[src/rtl/axi_width_upsizer.sv]
// AXI-stream width upsizer: packs p_ratio narrow beats into one wide word.
// A last flag flushes a partial word early, and the keep mask marks the filled lanes.
module axi_width_upsizer #(
   parameter int p_width = 8,
   parameter int p_ratio = 4
) (
   input  logic                       i_clk,
   input  logic                       i_reset,
   input  logic [p_width-1:0]         i_data_in,
   input  logic                       i_valid_in,
   input  logic                       i_last_in,
   output logic                       o_ready_in,
   output logic [p_width*p_ratio-1:0] o_data_out,
   output logic [p_ratio-1:0]         o_keep,
   output logic                       o_last_out,
   output logic                       o_valid_out,
   input  logic                       i_ready_out
);

   localparam int                 cnt_w     = (p_ratio > 1) ? $clog2(p_ratio) : 1;
   localparam logic [cnt_w-1:0]   last_lane = cnt_w'(p_ratio - 1);

   typedef enum logic {s_acc, s_out} state_t;

   state_t                       state;
   logic                         run;
   logic [cnt_w-1:0]             cnt;
   logic [p_width*p_ratio-1:0]   acc;
   logic [p_width*p_ratio-1:0]   word_next;
   logic [p_ratio-1:0]           keep_next;
   logic                         accept_in;
   logic                         accept_out;
   logic                         complete;

   // run holds ready low through reset and rises on the first edge after release
   assign o_ready_in = run & (~o_valid_out | i_ready_out);
   assign accept_in  = i_valid_in & o_ready_in;
   assign accept_out = o_valid_out & i_ready_out;
   assign complete   = accept_in & (i_last_in | (cnt == last_lane));

   // NOTE: every variable gets a default before the loop, so no latch is inferred.
   always_comb begin
      word_next = acc;
      keep_next = '0;
      for (int k = 0; k < p_ratio; k++) begin
         if (cnt_w'(k) == cnt) word_next[k*p_width +: p_width] = i_data_in;
         if (cnt_w'(k) <= cnt) keep_next[k] = 1'b1;
      end
   end

   // NOTE: sequential state uses non-blocking assignments only, so every flop
   // samples the pre-edge values regardless of statement order.
   always_ff @(posedge i_clk or negedge i_reset) begin
      if (!i_reset) begin
         state       <= s_acc;
         run         <= 1'b0;
         cnt         <= '0;
         acc         <= '0;
         o_data_out  <= '0;
         o_keep      <= '0;
         o_last_out  <= 1'b0;
         o_valid_out <= 1'b0;
      end else begin
         run <= 1'b1;

         if (accept_in) begin
            if (complete) begin
               cnt <= '0;
               acc <= '0;
            end else begin
               cnt <= cnt + 1'b1;
               acc <= word_next;
            end
         end

         // Lanes above cnt are already zero in acc because it is cleared on every completion
         case (state)
            s_acc: begin
               if (complete) begin
                  o_data_out  <= word_next;
                  o_keep      <= keep_next;
                  o_last_out  <= i_last_in;
                  o_valid_out <= 1'b1;
                  state       <= s_out;
               end
            end
            s_out: begin
               if (complete) begin
                  o_data_out  <= word_next;
                  o_keep      <= keep_next;
                  o_last_out  <= i_last_in;
                  o_valid_out <= 1'b1;
               end else if (accept_out) begin
                  o_valid_out <= 1'b0;
                  state       <= s_acc;
               end
            end
            default: begin
               o_valid_out <= 1'b0;
               state       <= s_acc;
            end
         endcase
      end
   end

endmodule

[config.mk]
export PLATFORM = sky130hd
export DESIGN_NAME = axi_width_upsizer
export DESIGN_NICKNAME = d
export VERILOG_FILES = /design/src/rtl/axi_width_upsizer.sv
export SDC_FILE = /design/constraint.sdc
export NUM_CORES = 1
export LEC_CHECK = 0
export ABC_AREA = 1
export CAP_MARGIN = 20
export CORE_MARGIN = 1.5
export CORE_UTILIZATION = 25
export DETAILED_ROUTE_END_ITERATION = 8
export GPL_TIMING_DRIVEN = 0
export PLACE_DENSITY = 0.54
export SLEW_MARGIN = 0
export SYNTH_ARGS = -nofsm -noshare
export SYNTH_HDL_FRONTEND = slang
export SYNTH_SLANG_ARGS = --single-unit
[constraint.sdc]
create_clock -name i_clk -period 1.9 [get_ports i_clk]
set_input_delay 0.19 -clock i_clk [delete_from_list [all_inputs] [get_ports i_clk]]
set_output_delay 0.19 -clock i_clk [all_outputs]
set_load 0.05 [all_outputs]
==> summary.md <==
| Metric | Value |
|---|---|
| Clk_skew | between 5 and 6 ps |
| Worst-margin pin slew | 570 ps |
| Cell Rows | between 40 and 50 |
| Full die area | around 15000 µm² |
| Final ANT Viol Nets | 0 |
| Cell count after synthesis | 500 |
| GP Congestion | 0.815 |
| DRT iter0 DRCs | roughly 160 |
| CTS buffer count | 9 |
| IO buf count | 50 |
| CP max stage delay | between 800 and 900 ps |
| WL/cell | approximately 13 µm |
| Max Clk Rate | 548 MHz |
| Setup ws final | 76.4 ps |
| FILL cells | ~1500 |
| Max cap viols | 0 |
| Synth cell count leaders | nand2_1 (276), dfrtp_1 (74), inv_1 (64) |
| Final instance area | about 4800 µm² |
| Worst Path Arrival | 1630 ps |
| Die Height | about 120 µm |
| Post-layout min period | 1820 ps |
| Starting density of the core | ~25% |
| Post-synthesis mux area share | 0% |
| Clock insertion delay at the later pin of the skew report | 340 ps |
| CTS tree | done |
| Unrepaired setup endpoints after global routing | no |
| Number of synthesized flops with an enable pin | 0 |
| Post-synthesis area per instance | 7.38 µm² |
| Status | completed |
| Vias per cell | between 4 and 5 |
| Min-delay src | i_valid_in |
| Synth Area in XOR/XNOR | 0% |
| Ys flop type | dfrtp_1 |
| Largest family of logic cells by synthesized area | simple AND/OR/NAND/NOR gates |
| Crit start category | flip-flop |
| Count leader, synth | nand2_1 |
| I/O pin cnt | between 50 and 60 |
| Final WL | 9.59 mm |
| Area leader, netlist | dfrtp_1 |
| Final setup violation count | 0 |
| Largest net degree at the start of global routing | 55 |
| Min-Delay Path Depth | 3 |
| # nets final | 582 |
| Reg-to-Reg Start | cnt[0] |
| Final Max Tran Viols | 0 |
| Area fraction of the dominant cell type after synthesis | between 50% and 60% |
| Synth async-reset ratio | 100% |
| Post-route setup TNS | 0 ps |
| GRT Total Usage | roughly an eighth |
| Final Non-Filler Cells | around 750 |
| Vias in the first global route | between 3000 and 4000 |
| Area grow syn2layout | 29.7% |
| Compound-cell area share of the yosys netlist | 0.577% |
| Sink of the worst hold path | o_data_out[31] |
| Core ar. | 14500 µm² |
| Worst r2r path cells | 10 |
| Required @ worst endpoint | 1710 ps |
| # DRC | 0 |
| Crit path max fanout | 5 |
| Area contributors post-synth | dfrtp_1 (50%), nand2_1 (28%), inv_1 (6.5%) |
| Ratio of cells with drive above 1 in the final layout | 9.14% |
| Netlist cell types | 20 |
| Final hold vios | 0 |
| DR vias | 3210 |
| Antenna Diode Count | 0 |
| Post-Synth Adder-Cell Area | 1.70% |
| Worst Path Buf+Inv | 1 |
| H-tree level count | 3 |
| Dpl ws | -331 ps |
| Rel. slew slack | 62.0% |
| Lkg Pwr | 2.65 nW |
| Synth Area in Simple Gates | 36.2% |
| Crit path cell chain | clkdlybuf4s50_1 |
| 1st-pass router iterations | 4 |
| Post-place instance area | 4440 µm² |
| CTS root buf | clkbuf_16 |
| Synthesis-stage register bit count | 74 |
| Syn Nets | 518 |
| Crit path kind | flip-flop to output port |
| Synthesized area | 3690 µm² |
| First-pass GRT wire length | 16.2 mm |
| Seq/Total Area, Yosys | 50.2% |
| Die width | 124 µm |
| Synth warnings | 0 |
| Flop-to-flop setup slack | 220 ps |
| Top delay family on crit path | buffers and inverters |
| R2R Path End | acc[22] |
| Power density cells | about 1700 nW/µm² |
| Total congestion overflow | 0 |
| Detail Placement HPWL | ~6.9 mm |
| Initial antenna violation count | 0 |
| Worst-path clk slew | 60 ps |
| Final core utilization | 33.1% |
| CTS sink count | 74 |
| Placed Instances | 735 |
| Hold crit path type | primary input to flip-flop |
| CTS max path bufs | 2 |
| Peak supply drop | 0.508 mV |
| Critical path capture point type | output port |
| Final Cycle Share | 96.0% |
| Slowest CP cell | clkdlybuf4s50_1 |
worst max path at each step:
| stage | start | to | slack (ps) | cells after the start |
|---|---|---|---|---|
| floorplan | o_valid_out | acc[14] | 470 | 7 |
| global placement | i_reset | o_data_out[9] | -2020 | 1 |
| detailed placement | i_ready_out | o_ready_in | -330 | 5 |
| CTS | o_valid_out | o_valid_out | 50 | 1 |
| global route | o_valid_out | o_valid_out | 30 | 1 |
| finish | o_valid_out | o_valid_out | 80 | 1 |
area by class of cell:
type	instances	area (µm²)	share of cell area, %
clock inverter	7	93.8	1.96
tap	184	230	4.81
clock buffer	9	225	4.71
buffer	24	150	3.14
sequential	74	1850	38.7
multi-input combinational	332	1420	29.8
timing repair buffer	53	544	11.4
inverter	70	267	5.57
metal layers:
layer	GRT usage [%]	vias to the layer above	wire [µm]
met2	20.1	64	4320
met5	0	-	0
li1	-	1636	-
met4	6.56	0	220
met1	17.8	1496	4560
met3	3.44	14	481
registers in the layout, summed over array words and instances, names as in the netlist:
| signal | count |
|---|---|
| acc | 32 |
| o_last_out | 1 |
| o_data_out | 32 |
| o_keep | 4 |
| cnt | 2 |
| o_valid_out | 1 |
| run | 1 |
| state | 1 |
stage by stage:
stage          hold slack, ps  total power [mW]
5_1_grt                   231              8.65
2_1_floorplan            -106              5.10
3_5_place_dp              105              6.29
6_report                  226              8.07
3_3_place_gp              446              6.22
4_1_cts                   209              8.17
timing repair:
action | 4_1_cts | 5_1_grt
pin swaps | 1 | 0
endpoints found under the hold margin | 20 | 0
setup endpoints to repair | 1 | 3
hold buffers | 1 | 0
gates resized for setup | 3 | 1
setup buffers | 1 | 0
kinds of logic after synthesis:
| family | count (synthesis) |
|---|---|
| buffers and inverters | 94 |
| flip-flops | 74 |
| AND/OR/NAND/NOR | 324 |
| other | 1 |
| adder cells (fa/ha/maj) | 5 |
| AO/OA/AOI/OAI | 2 |
where the power goes:
group | leakage (nW) | switching, mW | internal (mW)
registers | 0.921 | 0.343 | 2.15
clock network | 0.151 | 0.674 | 1.15
logic | 1.57 | 2.56 | 1.20
placed cells by master (no fill, tap or decap), drive strengths merged:
master         Yosys  routed
a21oi              1       1
buf               21      24
bufinv             0       2
clkbuf             3      12
clkdlybuf4s15      0       1
clkdlybuf4s50      0      48
clkinv             1       3
clkinvlp           0       3
conb               1       1
dfrtp             74      74
dlygate4sd3        0       1
ha                 5       5
inv               69      69
nand2            277     277
nand3              3       3
nand4             35      35
nor2               9       9
o21ai              1       1
Note: power is estimated with default switching activity, not from simulation.
